**src/rtl/radix_digit_serializer.sv**
```systemverilog
// radix_digit_serializer: converts a VALUE_W-bit unsigned value into base-N
// digits (N = 2..15) by repeated division, one digit per valid/ready beat.
// Default build emits least-significant digit first.
// Optional macro RADIX_SERIALIZER_MSB_FIRST_EN: buffer all digits, then emit
// most-significant digit first.

// Combinational unsigned divider: VALUE_W-bit dividend by DIGIT_W-bit divisor.
module radix_divider #(
  parameter int VALUE_W = 32,
  parameter int DIGIT_W = 4
) (
  input  logic [VALUE_W-1:0] dividend,
  input  logic [DIGIT_W-1:0] divisor,
  output logic [VALUE_W-1:0] quotient,
  output logic [DIGIT_W-1:0] remainder,
  output logic               err
);

  logic [DIGIT_W:0] part;

  // Restoring long division, one quotient bit per dividend bit.
  always_comb begin
    // NOTE: combinational logic uses blocking '=' so each loop step sees the
    // previous step's partial remainder; clocked state always uses '<='.
    part     = '0;
    quotient = '0;
    for (int i = VALUE_W - 1; i >= 0; i--) begin
      part = {part[DIGIT_W-1:0], dividend[i]};
      if (part >= {1'b0, divisor}) begin
        part        = part - {1'b0, divisor};
        quotient[i] = 1'b1;
      end
    end
    remainder = part[DIGIT_W-1:0];
  end

  assign err = (divisor == '0);

endmodule

module radix_digit_serializer #(
  parameter int VALUE_W    = 32,
  parameter int DIGIT_W    = 4,
  parameter int MAX_DIGITS = 32
) (
  input  logic               clk,
  input  logic               rst,
  input  logic               in_valid,
  output logic               in_ready,
  input  logic [VALUE_W-1:0] in_value,
  input  logic [DIGIT_W-1:0] in_base,
  output logic               out_valid,
  input  logic               out_ready,
  output logic [DIGIT_W-1:0] out_digit,
  output logic               out_last,
  output logic               out_err
);

  localparam int CNT_W = $clog2(MAX_DIGITS);

  typedef enum logic [1:0] {IDLE, DIVIDE, EMIT, ERR} state_t;

  state_t             state, state_nxt;
  logic [VALUE_W-1:0] cur;
  logic [VALUE_W-1:0] quo;
  logic [DIGIT_W-1:0] base;
  logic [DIGIT_W-1:0] rem;
  logic               div_err;
  logic [CNT_W-1:0]   count;

  radix_divider #(.VALUE_W(VALUE_W), .DIGIT_W(DIGIT_W)) u_div (
    .dividend (cur),
    .divisor  (base),
    .quotient (quo),
    .remainder(rem),
    .err      (div_err)
  );

  assign in_ready = (state == IDLE);

  // State register.
  always_ff @(posedge clk or posedge rst) begin
    if (rst) state <= IDLE;
    else     state <= state_nxt;
  end

  // Next-state logic.
  always_comb begin
    // NOTE: default first so every path assigns state_nxt and no latch forms.
    state_nxt = state;
    case (state)
      IDLE:   if (in_valid) state_nxt = (in_base < DIGIT_W'(2)) ? ERR : DIVIDE;
`ifdef RADIX_SERIALIZER_MSB_FIRST_EN
      DIVIDE: if (quo == '0) state_nxt = EMIT;
      EMIT:   if (out_ready && out_last) state_nxt = IDLE;
`else
      DIVIDE: state_nxt = EMIT;
      EMIT:   if (out_ready) state_nxt = out_last ? IDLE : DIVIDE;
`endif
      ERR:    if (out_ready) state_nxt = IDLE;
      default: state_nxt = IDLE;
    endcase
  end

`ifdef RADIX_SERIALIZER_MSB_FIRST_EN
  logic [DIGIT_W-1:0] digit_buf [MAX_DIGITS];

  // Digit stack: each intermediate remainder is pushed at index count.
  always_ff @(posedge clk) begin
    // NOTE: the stack is left unreset; count gates every read, so stale
    // entries are never observed.
    if (state == DIVIDE) digit_buf[count] <= rem;
  end
`endif

  // Datapath and registered stream outputs.
  always_ff @(posedge clk or posedge rst) begin
    if (rst) begin
      cur       <= '0;
      base      <= '0;
      count     <= '0;
      out_valid <= 1'b0;
      out_digit <= '0;
      out_last  <= 1'b0;
      out_err   <= 1'b0;
    end else begin
      case (state)
        IDLE: begin
          if (in_valid) begin
            cur   <= in_value;
            base  <= in_base;
            count <= '0;
            if (in_base < DIGIT_W'(2)) begin
              out_valid <= 1'b1;
              out_err   <= 1'b1;
              out_last  <= 1'b1;
              out_digit <= '0;
            end
          end
        end
        DIVIDE: begin
          cur <= quo;
`ifdef RADIX_SERIALIZER_MSB_FIRST_EN
          if (quo == '0) begin
            // Top of stack goes straight to the output; count stays on it.
            out_digit <= rem;
            out_last  <= (count == '0);
            out_valid <= 1'b1;
          end else begin
            count <= count + 1'b1;
          end
`else
          out_digit <= rem;
          out_last  <= (quo == '0);
          out_valid <= 1'b1;
          count     <= count + 1'b1;
`endif
        end
        EMIT: begin
          if (out_ready) begin
`ifdef RADIX_SERIALIZER_MSB_FIRST_EN
            if (out_last) begin
              out_valid <= 1'b0;
            end else begin
              out_digit <= digit_buf[count - 1'b1];
              out_last  <= (count == CNT_W'(1));
              count     <= count - 1'b1;
            end
`else
            out_valid <= 1'b0;
`endif
          end
        end
        ERR: begin
          if (out_ready) begin
            out_valid <= 1'b0;
            out_err   <= 1'b0;
            out_last  <= 1'b0;
          end
        end
        default: out_valid <= 1'b0;
      endcase
    end
  end

  // Base is screened on accept, so the divider never sees a zero divisor,
  // and the digit index must stay inside the stack depth.
  assert property (@(posedge clk) disable iff (rst)
    (state == DIVIDE) |-> (!div_err && (int'(count) < MAX_DIGITS)));

endmodule
```
**config.mk**
```make
export PLATFORM = sky130hd
export DESIGN_NAME = radix_digit_serializer
export DESIGN_NICKNAME = d
export VERILOG_FILES = /design/src/rtl/radix_digit_serializer.sv
export SDC_FILE = /design/constraint.sdc
export NUM_CORES = 1
export LEC_CHECK = 0
export BUFFER_PORTS_ARGS = -buffer_cell sky130_fd_sc_hd__buf_4
export CAP_MARGIN = 0
export CORE_UTILIZATION = 31
export CTS_CLUSTER_SIZE = 16
export DETAILED_ROUTE_END_ITERATION = 6
export PLACE_DENSITY = 0.54
export SLEW_MARGIN = 15
export SYNTH_ARGS = -nofsm -noshare
export SYNTH_HDL_FRONTEND = slang
export SYNTH_SLANG_ARGS = --single-unit
```
**constraint.sdc**
```tcl
create_clock -name clk -period 71.3 [get_ports clk]
set_input_delay 14.26 -clock clk [delete_from_list [all_inputs] [get_ports clk]]
set_output_delay 14.26 -clock clk [all_outputs]
set_load 0.02 [all_outputs]
```
==> results.json, run 1 <==
{
  "crit_path_max_fanout": 16,
  "synthTopCellsByArea": "ha_1, dfrtp_1, fa_1",
  "post-cts-setup-buffer-count": 0,
  "synth_top_cell_by_area": "ha_1",
  "min_path_type": "reg2reg",
  "antenna_found_initial": 0,
  "drive_gt1_frac": 0.130,
  "fin_nets": 1328,
  "num_vias": 8184,
  "final_core_utilization": 0.349,
  "fin_cells": 1516,
  "top_layer": "met4",
  "gp_congestion": 0.867,
  "outcome": "finished clean",
  "grt_max_degree": 54,
  "setup_viol_count_final": 0,
  "syn_area_um2": 9100,
  "clock-sinks": 45,
  "path_class": "reg2reg",
  "clk_pin_slew_ns": 0.08,
  "start_kind": "flop",
  "grt_pass1_wl_mm": 43.2,
  "diodes": 0,
  "clk_root_buffer_cell": "clkbuf_16",
  "critPathSlowestCell": "a221oi_1",
  "slew_headroom": 0.411,
  "layout_commonest_cell": "ha_1",
  "cts.repair.resized": 0,
  "max_clock_freq_mhz": 16.7,
  "clk_latency_ns": 0.32,
  "ctsHoldBuffers": 0,
  "drt-initial-drc-count": 405,
  "drt-total-wl_mm": 26.3,
  "netlist.area_leader.share": 0.173,
  "worst_hold_slack_ns": 0.483,
  "avgViaCountPerCell": 5.40,
  "die_h_um": 173,
  "io_pins": 48,
  "ys_types": 97,
  "end_kind": "flop",
  "synth_enable_flop_cells": 0,
  "fin_tns_setup_ns": 0,
  "wl_met2_mm": 12.0,
  "synth_fp_nets": 1287,
  "die_w_um": 173,
  "tightest_slew_ns": 0.883,
  "drt-pass1-iter-count": 4,
  "drt-wirelength-per-cell_um": 17.3,
  "drc": 0,
  "cp_num_buf_inv": 17,
  "synth_seq_cells": 45,
  "met3_length_um": 719,
  "first_global_vias": 8225,
  "core_area_um2": 28800,
  "hold_viol": 0,
  "finalCritPeriodShare": 0.841,
  "drv_slew": 0,
  "area_delta_synth_final_pct": 10.4,
  "ys.flop_type": "dfrtp_1",
  "htree_levels": 2,
  "yosysWarningCount": 0,
  "drv_cap": 0,
  "cp_top_family": "compound AO/OA/AOI/OAI gates",
  "skew_ns": 0.0125,
  "synthCells": 1090,
  "critPathMaxStageDelay_ns": 0.70,
  "grt-ovfl-total": 0,
  "cp_data_required_time_ns": 71.56,
  "layout_common_cells": "ha_1, inv_1, o21ai_0",
  "cts_tree": "built",
  "avgSynthCellArea_um2": 8.35,
  "die_area_um2": 30100,
  "synthArstFlopShare": 1.00,
  "fin_crit_ns": 59.96,
  "wl_met1_mm": 12.6,
  "portBuffers": 47,
  "synth_seq_area_share": 0.124,
  "arrival_ns": 60.22,
  "grt_usage": 0.178,
  "start_util": 0.316,
  "ant_nets": 0,
  "cts_made_buffers": 5,
  "clock_path_buffers": 2,
  "dp_hpwl_mm": 19.2,
  "rsz0062_at_grt": "false",
  "fp-row-count": 62,
  "dpl.cell_count": 1508
}
Yosys cell counts (all sizes together), types with 5 or more instances:
master,instances
a211o,8
a211oi,8
a21boi,6
a21o,53
a21oi,81
a221o,15
a221oi,5
a22oi,17
a31o,9
a31oi,5
and2,14
and3,6
buf,11
clkbuf,13
dfrtp,45
fa,31
ha,126
inv,114
mux2,25
mux2i,34
nand2,59
nand2b,40
nand3,15
nand4,9
nor2,45
nor2b,18
nor3,22
nor3b,5
nor4,9
o211ai,18
o21a,6
o21ai,89
o31ai,7
or3,5
xnor2,39
xor2,22
flip-flops by register name, indices dropped and copies added (netlist names):
register and cells:
out_err 1, base 4, out_last 1, out_valid 1, state 2, out_digit 4, cur 32
metrics by stage:
step / setup WS (ns) / cell area (um2)
6_report: 11.34 / 10000
4_1_cts: 11.28 / 10000
2_1_floorplan: 18.35 / 9100
5_1_grt: 5.80 / 10000
3_5_place_dp: 11.55 / 9900
3_3_place_gp: 11.88 / 9900
cell families (layout without fill, tap and decap cells):
logic type / after synthesis / count (layout) / share of synthesized area
xor gates and xnor gates: 61 / 61 / 0.0587
DFF: 45 / 45 / 0.124
buffers and inverters: 138 / 180 / 0.0613
and+or+nand+nor: 266 / 266 / 0.160
adders and majority gates: 157 / 157 / 0.241
muxes: 59 / 59 / 0.0744
AOI/OAI and AO/OA: 364 / 364 / 0.281
final cells by class:
class | count | area [um2]
clock buffer | 5 | 125
sequential | 45 | 1130
tap | 384 | 480
timing repair buffer | 58 | 435
clock inverter | 3 | 25.0
inverter | 114 | 428
multi-input combinational | 907 | 7430
fill | 2985 | 18700
worst register-to-register path, delay by kind of cell, from the launching register on:
kind | cells | cell delay, ns
compound gates | 144 | 31.99
fa+ha+maj | 33 | 9.69
buf+inv | 17 | 1.44
flops | 1 | 0.38
mux | 19 | 6.97
simple gates | 55 | 9.56
path summary, 6_finish.rpt:
kind / startpoint / slack, ns / cells after the start / end
hold / removal: out_valid / 0.48 / 2 / out_valid
min in group asynchronous: rst / 14.14 / 3 / cur[19]
setup reg to reg: cur[31] / 11.34 / 268 / out_digit[2]
max in group asynchronous: rst / 56.62 / 3 / base[1]
hold reg to reg: out_valid / 0.48 / 2 / out_valid
setup / recovery: cur[31] / 11.34 / 268 / out_digit[2]
per-layer routing:
metal / track usage / vias up
met5: 0 / -
met4: 0.0752 / 0
met3: 0.0169 / 49
met2: 0.289 / 153
met1: 0.240 / 3881
li1: - / 4101
Power of run 1 is not shown: default switching activity piles up to over one toggle a cycle in this logic, so the estimate is an artifact.
==> run 2: changes to the inputs <==
--- a/config.mk
+++ b/config.mk
@@ -10,7 +10,7 @@
 export CORE_UTILIZATION = 31
 export CTS_CLUSTER_SIZE = 16
 export DETAILED_ROUTE_END_ITERATION = 6
-export PLACE_DENSITY = 0.54
+export PLACE_DENSITY = 0.56
 export SLEW_MARGIN = 15
 export SYNTH_ARGS = -nofsm -noshare
 export SYNTH_HDL_FRONTEND = slang
==> constraint.sdc (replaced) <==
create_clock -name clk -period 51.9 [get_ports clk]
set_input_delay 10.38 -clock clk [delete_from_list [all_inputs] [get_ports clk]]
set_output_delay 10.38 -clock clk [all_outputs]
set_load 0.02 [all_outputs]
==> run 2 against run 1 <==
Fmax grew 23%. Clock skew down 0.0038 ns. Critical path depth is 5 higher. Via count increased by 5.9%. Setup slack got worse by 8.1 ns. Core utilization rose by 3.9 points. Global-route usage grew 0.65 points. Largest cell class unchanged. Highest routed layer unchanged.
==> results.json, run 2 (same netlist as run 1, synthesis figures left out) <==
{
  "outcome": "finished clean",
  "fin_nets": 1428,
  "die_h_um": 173,
  "grt_usage": 0.184,
  "dpl.cell_count": 1580,
  "clk_latency_ns": 0.31,
  "clock_path_buffers": 2,
  "gp_congestion": 0.878,
  "hp-start": "out_digit[3]",
  "grt-ovfl-total": 0,
  "critPathSlowestCell": "or4b_1",
  "layout_commonest_cell": "buf_4",
  "cp_data_required_time_ns": 52.15,
  "regMostFlops": "cur",
  "cts_made_buffers": 5,
  "drt-wirelength-per-cell_um": 17.4,
  "first_global_vias": 8433,
  "drc": 0,
  "fin_cells": 1616,
  "cts_tree": "built",
  "ff2ff_setup_slack_ns": 3.29,
  "crit_path_max_fanout": 8,
  "end_kind": "flop",
  "area_delta_synth_final_pct": 22.7,
  "hold_path_depth": 2,
  "critPathMaxStageDelay_ns": 0.52,
  "grt_max_degree": 53,
  "fp-row-count": 62,
  "slew_headroom": 0.300,
  "r2r_start": "cur[31]",
  "die_area_um2": 30100,
  "largest_register_ffs": 32,
  "clock-sinks": 45,
  "num_vias": 8663,
  "finalCritPeriodShare": 0.937,
  "fin_crit_ns": 48.61,
  "start_kind": "flop",
  "drt-total-wl_mm": 28.2,
  "diodes": 0,
  "skew_ns": 0.00869,
  "io_pins": 48,
  "grt_pass1_wl_mm": 44.7,
  "min_path_type": "reg2reg",
  "reg.largest.list": "cur: 32 flops, base: 4 flops, out_digit: 4 flops",
  "drv_slew": 0,
  "core_area_um2": 28800,
  "avgViaCountPerCell": 5.36,
  "layout_common_cells": "buf_4, ha_1, inv_1",
  "tightest_slew_ns": 1.04,
  "ant_nets": 0,
  "setup_viol_count_final": 0,
  "r2r_cells": 273,
  "path_class": "reg2reg",
  "drive_gt1_frac": 0.250,
  "critical_path.most_common_cell": "ha_1",
  "final_core_utilization": 0.388,
  "start_util": 0.316,
  "r2r-end": "out_digit[2]",
  "whs_endpoint": "out_digit[3]",
  "multiInputGateArea_um2": 7750,
  "fillers": 2953,
  "clk_root_buffer_cell": "clkbuf_16",
  "dp_hpwl_mm": 20.6,
  "arrival_ns": 48.86,
  "hold_viol": 0,
  "portBuffers": 47,
  "drv_cap": 0,
  "ctsHoldBuffers": 0,
  "htree_levels": 2,
  "drt-pass1-iter-count": 5,
  "drt-initial-drc-count": 365,
  "max_clock_freq_mhz": 20.6,
  "die_w_um": 173,
  "antenna_found_initial": 0,
  "seq_area_um2": 1130,
  "clk_pin_slew_ns": 0.08
}
-- run 2: area by class of cell --
class,count,share of cell area
inverters,114,0.0383
multi-input cells,908,0.694
clock inverters,3,0.00616
well taps,384,0.0430
clock buffers,5,0.0112
flip-flops and latches,45,0.101
repair buffers,157,0.106
-- run 2: stage by stage --
stage,cell area [um2],setup TNS [ns],setup WS (ns),hold WS [ns]
2_1_floorplan,9110,0,0.340,0.473
3_3_place_gp,10400,0,0.893,0.485
3_5_place_dp,10400,0,0.241,0.489
4_1_cts,10600,0,0.237,0.512
5_1_grt,11200,-1.18,-0.261,0.516
6_report,11200,0,3.29,0.511
-- run 2: worst max-delay path, delay by kind of cell, from the launching register on --
family,cells,cell delay [ns]
adders and majority gates,33,8.68
DFF,1,0.39
and+or+nand+nor,57,7.88
buffers and inverters,21,1.87
AOI/OAI and AO/OA,140,23.29
muxes,22,6.33
-- run 2: what timing repair did --
| action | CTS | global route |
|---|---|---|
| pin swaps | 1 | 22 |
| setup endpoints to repair | 4 | 8 |
| endpoints found under the hold margin | 0 | 0 |
| gates resized for setup | 0 | 93 |
| buffers inserted | 2 | 25 |
| cloned | 0 | 1 |
-- run 2: worst max path at each step --
stage | start | endpoint | slack (ns)
global placement | cur[31] | out_digit[0] | 0.89
CTS | cur[31] | out_digit[2] | 0.24
finish | cur[31] | out_digit[2] | 3.29
global route | cur[31] | out_digit[2] | -0.26
floorplan | base[1] | out_digit[2] | 0.34
detailed placement | cur[31] | out_digit[2] | 0.24
-- run 2: routing by layer --
metal  up-vias  GRT usage  share of wire  wire [um]
met5         -          0              0          0
met4         0     0.0520          0.024        688
met3        34     0.0202          0.027        749
met2       137      0.314           0.48      13400
met1      4198      0.245           0.47      13300
li1       4294          -              -          -
Power of run 2 is left out for the same reason.
==> run 3: changes to the inputs <==
--- a/config.mk
+++ b/config.mk
@@ -10,7 +10,7 @@
 export CORE_UTILIZATION = 31
 export CTS_CLUSTER_SIZE = 16
 export DETAILED_ROUTE_END_ITERATION = 6
-export PLACE_DENSITY = 0.56
+export PLACE_DENSITY = 0.54
 export SLEW_MARGIN = 15
 export SYNTH_ARGS = -nofsm -noshare
 export SYNTH_HDL_FRONTEND = slang
==> constraint.sdc (replaced) <==
create_clock -name clk -period 62.9 [get_ports clk]
set_input_delay 12.58 -clock clk [delete_from_list [all_inputs] [get_ports clk]]
set_output_delay 12.58 -clock clk [all_outputs]
set_load 0.02 [all_outputs]
==> run 3 against run 2 <==
Count of clock-buffer cells in the layout did not move. Via count fell by 5.2%. Setup slack improved by 1.7 ns. Largest cell class unchanged. Highest routed layer unchanged.
==> results.json, run 3 (same netlist as run 1, synthesis figures left out) <==
{
  "drt-initial-drc-count": 358,
  "htree_levels": 2,
  "reg.largest.list": "cur: 32 flops, base: 4 flops, out_digit: 4 flops",
  "drt-wirelength-per-cell_um": 17.3,
  "path_class": "reg2reg",
  "fin_crit_ns": 57.93,
  "core_area_um2": 28800,
  "regMostFlops": "cur",
  "arrival_ns": 58.19,
  "outcome": "finished clean",
  "tightest_slew_ns": 0.730,
  "dp_hpwl_mm": 19.4,
  "hold_viol": 0,
  "grt_usage": 0.178,
  "grt_use_met2": 0.292,
  "io_pins": 48,
  "ant_nets": 0,
  "cts_made_buffers": 5,
  "portBuffers": 47,
  "skew_ns": 0.0125,
  "grt-busiest-layer": "met2",
  "final_core_utilization": 0.353,
  "drive_gt1_frac": 0.140,
  "clock-sinks": 45,
  "critPathMaxStageDelay_ns": 0.65,
  "grt-ovfl-total": 0,
  "start_kind": "flop",
  "drc": 0,
  "rsz0062_at_grt": "false",
  "largest_register_ffs": 32,
  "first_global_vias": 8052,
  "setup_viol_count_final": 0,
  "crit_path_max_fanout": 13,
  "clk_latency_ns": 0.32,
  "num_vias": 8213,
  "die_w_um": 173,
  "drv_slew": 0,
  "critical_path.most_common_cell": "ha_1",
  "layout_common_cells": "ha_1, inv_1, o21ai_0",
  "drv_cap": 0,
  "globalRouteMet1Util": 0.241,
  "clk_root_buffer_cell": "clkbuf_16",
  "ctsHoldBuffers": 0,
  "fin_nets": 1335,
  "finalCritPeriodShare": 0.921,
  "cts_tree": "built",
  "met3_usage": 0.0151,
  "cp_data_required_time_ns": 63.15,
  "clk_pin_slew_ns": 0.09,
  "end_kind": "flop",
  "gp_congestion": 0.865,
  "max_clock_freq_mhz": 17.3,
  "slew_headroom": 0.513,
  "antenna_found_initial": 0,
  "die_h_um": 173,
  "cp_top_family": "compound AO/OA/AOI/OAI gates",
  "drt-total-wl_mm": 26.4,
  "start_util": 0.316,
  "grt_pass1_wl_mm": 42.8,
  "fin_tns_setup_ns": 0,
  "area_delta_synth_final_pct": 11.5,
  "clock_path_buffers": 2,
  "drt-pass1-iter-count": 6,
  "layout_commonest_cell": "ha_1",
  "pre_cts_ws_ns": 2.75,
  "critPathSlowestCell": "or4b_1",
  "cp_num_buf_inv": 19,
  "worst_slack_ns": 4.97,
  "fp-row-count": 62,
  "avgViaCountPerCell": 5.39,
  "die_area_um2": 30100,
  "grt_max_degree": 54,
  "min_path_type": "reg2reg",
  "diodes": 0
}
-- run 3: changes by cell type in the layout (fill, tap and decap cells not counted), moves of 5 or more --
cell     before  now
a21oi_1      57   79
a21oi_2      23    2
mux2i_1      22   27
o21ai_0      67   81
buf_4       156   63
o21ai_2      11    1
-- run 3: metrics by stage --
stage / area [um2] / hold slack, ns / cells
after global placement: 9900 / 0.481 / 1508
after floorplan: 9100 / 0.473 / 1090
after detailed placement: 9900 / 0.482 / 1508
after global routing: 10200 / 0.525 / 1523
after CTS: 10000 / 0.509 / 1516
final: 10200 / 0.503 / 1523
-- run 3: path summary, 6_finish.rpt --
| kind | start | end | slack, ns | depth (start not counted) |
|---|---|---|---|---|
| min | out_valid | out_valid | 0.50 | 2 |
| min in group asynchronous | rst | cur[21] | 12.44 | 3 |
| max in group asynchronous | rst | base[1] | 49.93 | 3 |
| max | cur[31] | out_digit[2] | 4.97 | 271 |
| max reg2reg | cur[31] | out_digit[2] | 4.97 | 271 |
| min reg2reg | out_valid | out_valid | 0.50 | 2 |
-- run 3: layout make-up --
| type | count | area (um2) |
|---|---|---|
| Timing Repair Buffer | 65 | 507 |
| Clock inverter | 3 | 25.0 |
| Inverter | 114 | 428 |
| Fill cell | 2994 | 18600 |
| Tap cell | 384 | 480 |
| Sequential cell | 45 | 1130 |
| Multi-Input combinational cell | 907 | 7460 |
| Clock buffer | 5 | 125 |
-- run 3: repair_timing --
item | in CTS | in global routing
buffers inserted | 0 | 7
endpoints found under the setup margin | 0 | 7
hold endpoints to repair | 0 | 0
gates resized for setup | 0 | 9
-- run 3: worst min-delay path, delay by kind of cell, from the launching register on --
kind | cells | cell delay (ns)
DFF | 1 | 0.36
and+or+nand+nor | 2 | 0.11
-- run 3: metal layers --
layer	wire, um	vias up
li1	-	4107
met1	12900	3942
met2	12100	129
met3	682	35
met4	728	0
met5	0	-
Power of run 3 is left out for the same reason.
